[src/rtl/mips_pkg.sv]
// Shared MIPS decode constants, pipeline-register layouts and field helpers.
// Pure definitions: no state, no latency, no flow control.
package mips_pkg;

  localparam logic [5:0] OP_RTYPE = 6'h00;
  localparam logic [5:0] OP_BEQ   = 6'h04;
  localparam logic [5:0] OP_ADDI  = 6'h08;
  localparam logic [5:0] OP_SLTI  = 6'h0A;
  localparam logic [5:0] OP_ANDI  = 6'h0C;
  localparam logic [5:0] OP_ORI   = 6'h0D;
  localparam logic [5:0] OP_LUI   = 6'h0F;
  localparam logic [5:0] OP_LW    = 6'h23;
  localparam logic [5:0] OP_SW    = 6'h2B;

  localparam logic [5:0] FUNCT_JR = 6'h08;

  localparam logic [4:0] REG_ZERO = 5'd0;

  typedef struct packed {
    logic        valid;
    logic [31:0] instr;
  } ifid_t;

  typedef struct packed {
    logic        valid;
    logic [31:0] instr;
    logic [31:0] rs_data;
    logic [31:0] rt_data;
    logic [31:0] imm;
    logic [4:0]  dest;
    logic        regwrite;
    logic        memread;
  } idex_t;

  // Logical immediates are zero-extended; everything else sign-extends.
  function automatic logic [31:0] imm_extend(input logic [5:0] op, input logic [15:0] imm16);
    logic [31:0] result;
    if (op == OP_ANDI || op == OP_ORI) begin
      result = {16'h0000, imm16};
    end else begin
      result = {{16{imm16[15]}}, imm16};
    end
    return result;
  endfunction

  function automatic logic writes_reg(input logic [5:0] op, input logic [5:0] funct);
    logic result;
    case (op)
      OP_RTYPE: result = (funct != FUNCT_JR);
      OP_ADDI, OP_SLTI, OP_ANDI, OP_ORI, OP_LUI, OP_LW: result = 1'b1;
      default: result = 1'b0;
    endcase
    return result;
  endfunction

endpackage

[src/rtl/hazard_unit.sv]
// Load-use hazard detect (LOADUSE_STALL_EN): combinational, zero latency, no flow control of its own.
// Without the macro the stall is tied low and the compiler is trusted to insert nops.
module hazard_unit
  import mips_pkg::*;
(
  input  logic       ifid_valid,
  input  logic [4:0] ifid_rs,
  input  logic [4:0] ifid_rt,
  input  logic       id_valid,
  input  logic       id_memread,
  input  logic [4:0] id_dest,
  output logic       stall
);

`ifdef LOADUSE_STALL_EN
  always_comb begin
    stall = ifid_valid && id_valid && id_memread && (id_dest != REG_ZERO) &&
            ((id_dest == ifid_rs) || (id_dest == ifid_rt));
  end
`else
  logic unused_hazard;
  assign unused_hazard = ^{ifid_valid, ifid_rs, ifid_rt, id_valid, id_memread, id_dest};
  assign stall = 1'b0;
`endif

endmodule

[src/rtl/decode_stage.sv]
// MIPS decode: IF/ID + ID/EX registers, 2 edges accept-to-id_valid; load-use stall with LOADUSE_STALL_EN.
// Backpressure: ex_ready low holds both registers and drops if_ready; flush clears both.
module decode_stage
  import mips_pkg::*;
(
  input  logic        clock,
  input  logic        reset_n,
  input  logic        flush,
  input  logic        if_valid,
  output logic        if_ready,
  input  logic [31:0] if_instr,
  output logic [4:0]  Read1,
  output logic [4:0]  Read2,
  input  logic [31:0] Data1,
  input  logic [31:0] Data2,
  input  logic        ex_ready,
  output logic        id_valid,
  output logic [31:0] id_instr,
  output logic [31:0] id_rs_data,
  output logic [31:0] id_rt_data,
  output logic [31:0] id_imm,
  output logic [4:0]  id_dest,
  output logic        id_regwrite,
  output logic        id_memread
);

  ifid_t ifid_q;
  idex_t idex_q;
  idex_t idex_d;

  logic [5:0]  op;
  logic [5:0]  funct;
  logic [4:0]  rs;
  logic [4:0]  rt;
  logic [4:0]  rd;
  logic [15:0] imm16;
  logic        stall;
  logic        advance;

  assign op    = ifid_q.instr[31:26];
  assign rs    = ifid_q.instr[25:21];
  assign rt    = ifid_q.instr[20:16];
  assign rd    = ifid_q.instr[15:11];
  assign imm16 = ifid_q.instr[15:0];
  assign funct = ifid_q.instr[5:0];

  assign Read1 = rs;
  assign Read2 = rt;

  hazard_unit u_hazard (
    .ifid_valid (ifid_q.valid),
    .ifid_rs    (rs),
    .ifid_rt    (rt),
    .id_valid   (idex_q.valid),
    .id_memread (idex_q.memread),
    .id_dest    (idex_q.dest),
    .stall      (stall)
  );

  assign advance  = !stall && (!idex_q.valid || ex_ready);
  assign if_ready = !ifid_q.valid || advance;

  // Register $0 is hardwired: ignore whatever the register file returns for it.
  always_comb begin
    idex_d          = '0;
    idex_d.valid    = 1'b1;
    idex_d.instr    = ifid_q.instr;
    idex_d.rs_data  = (rs == REG_ZERO) ? 32'h0 : Data1;
    idex_d.rt_data  = (rt == REG_ZERO) ? 32'h0 : Data2;
    idex_d.imm      = imm_extend(op, imm16);
    idex_d.dest     = (op == OP_RTYPE) ? rd : rt;
    idex_d.regwrite = writes_reg(op, funct);
    idex_d.memread  = (op == OP_LW);
  end

  always_ff @(posedge clock or negedge reset_n) begin
    if (!reset_n) begin
      ifid_q <= '0;
    end else if (flush) begin
      ifid_q.valid <= 1'b0;
    end else if (if_ready) begin
      ifid_q.valid <= if_valid;
      if (if_valid) begin
        ifid_q.instr <= if_instr;
      end
    end
  end

  // A bubble is an all-zero record, so its control bits are inert.
  always_ff @(posedge clock or negedge reset_n) begin
    if (!reset_n) begin
      idex_q <= '0;
    end else if (flush) begin
      idex_q <= '0;
    end else if (advance) begin
      idex_q <= ifid_q.valid ? idex_d : '0;
    end else if (stall && ex_ready) begin
      idex_q <= '0;
    end
  end

  assign id_valid    = idex_q.valid;
  assign id_instr    = idex_q.instr;
  assign id_rs_data  = idex_q.rs_data;
  assign id_rt_data  = idex_q.rt_data;
  assign id_imm      = idex_q.imm;
  assign id_dest     = idex_q.dest;
  assign id_regwrite = idex_q.regwrite;
  assign id_memread  = idex_q.memread;

endmodule

[config.mk]
export PLATFORM = sky130hd
export DESIGN_NAME = decode_stage
export DESIGN_NICKNAME = d
export VERILOG_FILES = /design/src/rtl/mips_pkg.sv /design/src/rtl/hazard_unit.sv /design/src/rtl/decode_stage.sv
export SDC_FILE = /design/constraint.sdc
export NUM_CORES = 1
export LEC_CHECK = 0
export ABC_AREA = 1
export BUFFER_PORTS_ARGS = -buffer_cell sky130_fd_sc_hd__buf_2
export CAP_MARGIN = 0
export CORE_MARGIN = 2
export CORE_UTILIZATION = 25
export DETAILED_ROUTE_END_ITERATION = 8
export HOLD_SLACK_MARGIN = 0.12
export PLACE_DENSITY_LB_ADDON = 0.05
export SLEW_MARGIN = 20
export SYNTH_ARGS = -nofsm -noshare
export SYNTH_HDL_FRONTEND = slang
export SYNTH_HIERARCHICAL = 1
export SYNTH_SLANG_ARGS = --single-unit
[constraint.sdc]
create_clock -name clock -period 1.86 [get_ports clock]
set_input_delay 0.465 -clock clock [delete_from_list [all_inputs] [get_ports clock]]
set_output_delay 0.465 -clock clock [all_outputs]
set_load 0.02 [all_outputs]
Yosys cells after proc, flatten, opt, wreduce, memory -nomap -nowiden
Index checks and enable logic that the tools add are counted.
W data, S select, Z words.
- $mul: 0
- bitwise logic cells: 1
- equal/unequal tests: 7
- multiplexer cells: 11
- reduce and logical (&&, ||, !) cells: 12
- order comparisons: 0
- shifts and indexed selects: 0
- divide/modulo/power cells: 0
- add/sub/neg operators: 0
- operators by type and width (cell ; number):
    $mux W136 ; 3
    $mux W32 ; 4
    $mux W33 ; 1
    $eq A6 B4 Y1 const B ; 5
    $logic_not A5 Y1 ; 2
    $eq A6 B6 Y1 const B ; 1
    $logic_not A6 Y1 ; 1
    $ne A6 B4 Y1 const B ; 1
    $reduce_or A6 Y1 ; 1
    $mux W5 ; 1
    $reduce_bool A2 Y1 ; 2
    $logic_or A1 B1 Y1 ; 3
    $reduce_and A3 Y1 ; 1
    $logic_not A1 Y1 ; 2
    $pmux W1 S2 ; 1
    $mux W1 ; 1
    $not A1 Y1 ; 1
- register bits after elaboration: 169
- bits in writable memories: 0
- ROM bits: 0
- latch bits: 0
- memories kept: 0
- word-level logic and storage cells: 41
- output and inout bits: 147

Longest topological paths before layout
- depth in word-level cells: 6
- depth in mapped cells: 8

Cells and area by module
Netlist, hierarchy kept.
- by module, submodules not included (module ; area an instance (µm²) ; seq. area each (µm²) ; instances ; cells an instance):
    decode_stage ; 5794.3 ; 3453.3 ; 1 ; 642
    hazard_unit ; 11.3 ; 0.0 ; 1 ; 2

Worst setup path before layout
No wires, ideal clock.
- kind: register -> output
- from: reg id_imm[30] (netlist name)
- to: out id_imm[17]
- path slack: 511 ps
- arrival time: 884 ps
- cell stages (with the launch flop): 2
- cells stage by stage: dfrtp_1 -> buf_4
- RTL lines (item ; line ; RTL):
    end: declaration ; decode_stage.sv:21 ; output logic [31:0] id_imm,

==> impl_results.rst <==
.. list-table::
   :header-rows: 1

   * - Metric
     - Value
   * - Clk Latency, worst-skew pair
     - approximately 0.41 ns
   * - Aggregate negative setup slack
     - 0 ns
   * - Vias in the first global route
     - 4830
   * - Leakage power summed over all cells
     - between 4 and 5 nW
   * - Most used flip-flop cell after synthesis
     - sky130_fd_sc_hd__dfrtp_1
   * - Final core utilization
     - 33.9%
   * - Wire length of the first global-routing pass
     - 26.7 mm
   * - Required time at the worst-slack endpoint
     - around 1.4 ns
   * - Slowest Stage Delay on Critical Path
     - 0.60 ns
   * - Drt drc
     - 0
   * - Top area cells in the synthesized netlist
     - sky130_fd_sc_hd__dfrtp_1, sky130_fd_sc_hd__nand2_1, sky130_fd_sc_hd__nand3_1
   * - Register bit total from synthesis
     - 138
   * - Final-stage net count
     - 950
   * - Crit path kind
     - reg2out
   * - Cell area after synthesis
     - 5810 um^2
   * - Fmax achieved
     - 0.581 GHz
   * - Library cell occupying the most area in the post-synthesis netlist
     - sky130_fd_sc_hd__dfrtp_1
   * - Net count of the mapped netlist
     - 745
   * - R2r setup slk
     - 0.47 ns
   * - Hold/Removal Path Class
     - in2reg
   * - Max Clock Skew
     - 0.00782 ns
   * - Most numerous cell types in the synthesized netlist
     - sky130_fd_sc_hd__nand2_1, sky130_fd_sc_hd__dfrtp_1, sky130_fd_sc_hd__nand3_1
   * - Worst setup startpoint
     - id_imm[30]
   * - Post-route setup slack
     - approximately 0.14 ns
   * - Reg-to-Reg Start
     - id_valid
   * - Post-synth EDFFs
     - 0
   * - Clock tree sinks
     - 138
   * - Period utilisation layout
     - 92.5%
   * - Count of max-cap constraint violations
     - 0
   * - Post-Synthesis Mean Instance Area
     - 9.01 um^2
   * - Root cell of the clock tree
     - sky130_fd_sc_hd__clkbuf_16
   * - Worst IR drop on VDD
     - 0.495 mV
   * - Sequential cell area
     - 3450 um^2
   * - Reg2reg path depth
     - 6
   * - Worst slack at placement
     - 0.284 ns
   * - Die span in y
     - 156 um
   * - Number of antenna repair diodes
     - 0
   * - Layout overhead on the synthesized area
     - 32.5%
   * - Worst Hold Slack
     - between 0.2 and 0.3 ns
   * - Final critical path time including I/O delays and setup
     - 1.72 ns
   * - Quantity of I/O buffers inserted on ports
     - 247
   * - Final Routed Wirelength
     - 17.3 mm
   * - Power Density
     - 993 nW/um^2
   * - Data arrival time of the critical path
     - roughly 1.3 ns
   * - Multi-input logic area
     - 1680 um^2
   * - H-tree level count
     - 4
   * - Clock buffers created by TritonCTS
     - 17
   * - Family with the most delay on the worst path
     - flip-flops
   * - End point of the critical path
     - id_imm[23]
   * - Routability congestion estimate
     - about 0.72
   * - Std-Cell Rows
     - 55
   * - Max Buffers Root-to-Sink
     - 2
   * - TritonCTS clock tree
     - done
   * - Via-to-Cell Ratio
     - 4.26
   * - Post-detailed-route count of antenna-violating nets
     - 0
   * - Core region area
     - 22700 um^2
   * - Tot GR Track Use
     - 14.2%
   * - Area share of the leading cell type in the synthesized netlist
     - 59.5%
   * - Most numerous cell in the Yosys netlist
     - sky130_fd_sc_hd__nand2_1
   * - Cells along the critical path
     - buf_2
   * - Number of fill cells in the layout
     - 2395
   * - Unique masters post-synth
     - 19
   * - Critical R2R Capture
     - id_rs_data[13]
   * - Grt ovf
     - 0
   * - Slowest cell on the critical path
     - sky130_fd_sc_hd__dfrtp_1
   * - Final count of pins violating max slew
     - 0
   * - Top fanout value on the critical path
     - 17
   * - Category of the worst setup path capture point
     - output pin
   * - Unrepaired setup endpoints after global routing
     - false
   * - Number of DRC markers in iteration 0
     - 265
   * - Share of final-layout standard cells stronger than drive strength 1
     - 34.9%
   * - Final-report hold violation count
     - 0
   * - Number of I/O pins
     - 248
   * - Detailed-route via count
     - 4886
   * - Drt pass-1 iters
     - 4
   * - DPL Wire Length
     - between 10 and 15 mm
   * - CP Depth
     - 1
   * - Worst-path clk slew
     - 0.06 ns
   * - Post-synth ARST share
     - 100%
   * - Outcome
     - finished, final reports clean
   * - Floorplan die width
     - 156 um
   * - Antenna violations before repair
     - 0
   * - Type of element launching the critical path
     - register
   * - Final setup violation count
     - 0
   * - Register area share after synthesis
     - 59.5%
   * - Number of warnings reported in the yosys synthesis log
     - 6
   * - Post-synthesis cell count
     - 644
   * - Die footprint
     - 24500 um^2
   * - Initial core utilization
     - 25.6%
   * - Per-cell routed wire length
     - 15.1 um
   * - Maximum number of pins on one net before global-route repair
     - 47
   * - Combined buffer and inverter count along the critical path
     - 1
## repair_timing
action                    CTS  global route
hold endpoints to repair   37             0
hold buffers                1             0
setup buffers               0             0
gates resized for setup     0             0
## cells by family (layout without fill, tap and decap cells)
family,after synthesis,in the layout,share of synthesized area [%]
AO/OA/AOI/OAI,79,79,6.85
other,1,1,0.0646
flip-flops,138,138,59.5
AND/OR/NAND/NOR,309,309,22.0
buffers and inverters,117,335,11.6
## metrics by stage
stage               power [mW]  cells  instance area, um^2
floorplan                 3.85    644                 5810
global placement          4.20   1114                 7080
detailed placement        4.21   1114                 7080
CTS                       7.78   1147                 7690
global route              8.02   1147                 7690
finish                    7.64   1147                 7690
## registers in the layout, summed over array words and instances (netlist names)
register     flops
Read2            5
id_rs_data      32
id_rt_data      32
id_memread       1
funct            6
idex_d          16
id_valid         1
id_imm           1
id_dest          5
Read1            5
ifid_q           1
id_instr        32
id_regwrite      1
## layout by cell type, fill, tap and decap left out
cell type / Yosys / final
sky130_fd_sc_hd__o21ai_1: 2 / 2
sky130_fd_sc_hd__conb_1: 1 / 1
sky130_fd_sc_hd__nand3_1: 72 / 72
sky130_fd_sc_hd__dfrtp_1: 138 / 138
sky130_fd_sc_hd__nor3_1: 2 / 2
sky130_fd_sc_hd__inv_1: 39 / 39
sky130_fd_sc_hd__bufinv_16: 0 / 2
sky130_fd_sc_hd__clkbuf_16: 0 / 17
sky130_fd_sc_hd__a21oi_1: 37 / 37
sky130_fd_sc_hd__nand2_1: 186 / 186
sky130_fd_sc_hd__buf_12: 0 / 7
sky130_fd_sc_hd__o21ai_0: 39 / 39
sky130_fd_sc_hd__o21bai_1: 1 / 1
sky130_fd_sc_hd__clkinvlp_4: 0 / 5
sky130_fd_sc_hd__inv_8: 0 / 1
sky130_fd_sc_hd__clkbuf_8: 0 / 2
sky130_fd_sc_hd__nand2_2: 2 / 2
sky130_fd_sc_hd__nor2_1: 43 / 43
sky130_fd_sc_hd__nor2_2: 2 / 2
sky130_fd_sc_hd__inv_2: 2 / 1
sky130_fd_sc_hd__buf_2: 15 / 246
sky130_fd_sc_hd__nand3_2: 2 / 2
sky130_fd_sc_hd__clkinv_2: 0 / 1
sky130_fd_sc_hd__inv_6: 0 / 5
sky130_fd_sc_hd__dlygate4sd3_1: 0 / 1
sky130_fd_sc_hd__buf_6: 6 / 1
sky130_fd_sc_hd__buf_4: 46 / 7
## metal layers
| layer | share of wire (%) | GRT usage (%) |
|---|---|---|
| met1 | 48 | 19.0 |
| met2 | 45 | 22.4 |
| met3 | 5.5 | 3.63 |
| met4 | 1.6 | 4.98 |
| met5 | 0 | 0 |
## cell type report
type	instances	share of cell area, %
clock buffers	19	5.89
clock inverters	13	1.98
inverters	41	2.02
multi-input cells	389	21.8
flip-flops and latches	138	44.9
well taps	285	4.64
repair buffers	262	18.8
## worst min path at each step
| stage | startpoint | to | slack, ns | cells past startpoint |
|---|---|---|---|---|
| floorplan | reset_n | Read1[0] | 0.17 | 0 |
| global placement | reset_n | id_rs_data[10] | 0.43 | 1 |
| detailed placement | reset_n | id_rs_data[10] | 0.43 | 1 |
| CTS | flush | ifid_q[32] | 0.24 | 2 |
| global route | flush | ifid_q[32] | 0.25 | 2 |
| finish | flush | ifid_q[32] | 0.26 | 2 |
## power by group
group	internal (mW)	total (mW)	switching [mW]
logic	0.292	0.855	0.563
registers	3.17	3.28	0.103
clock network	2.08	3.51	1.43
total	5.54	7.64	2.10
Power figures use the tool's default switching activity.
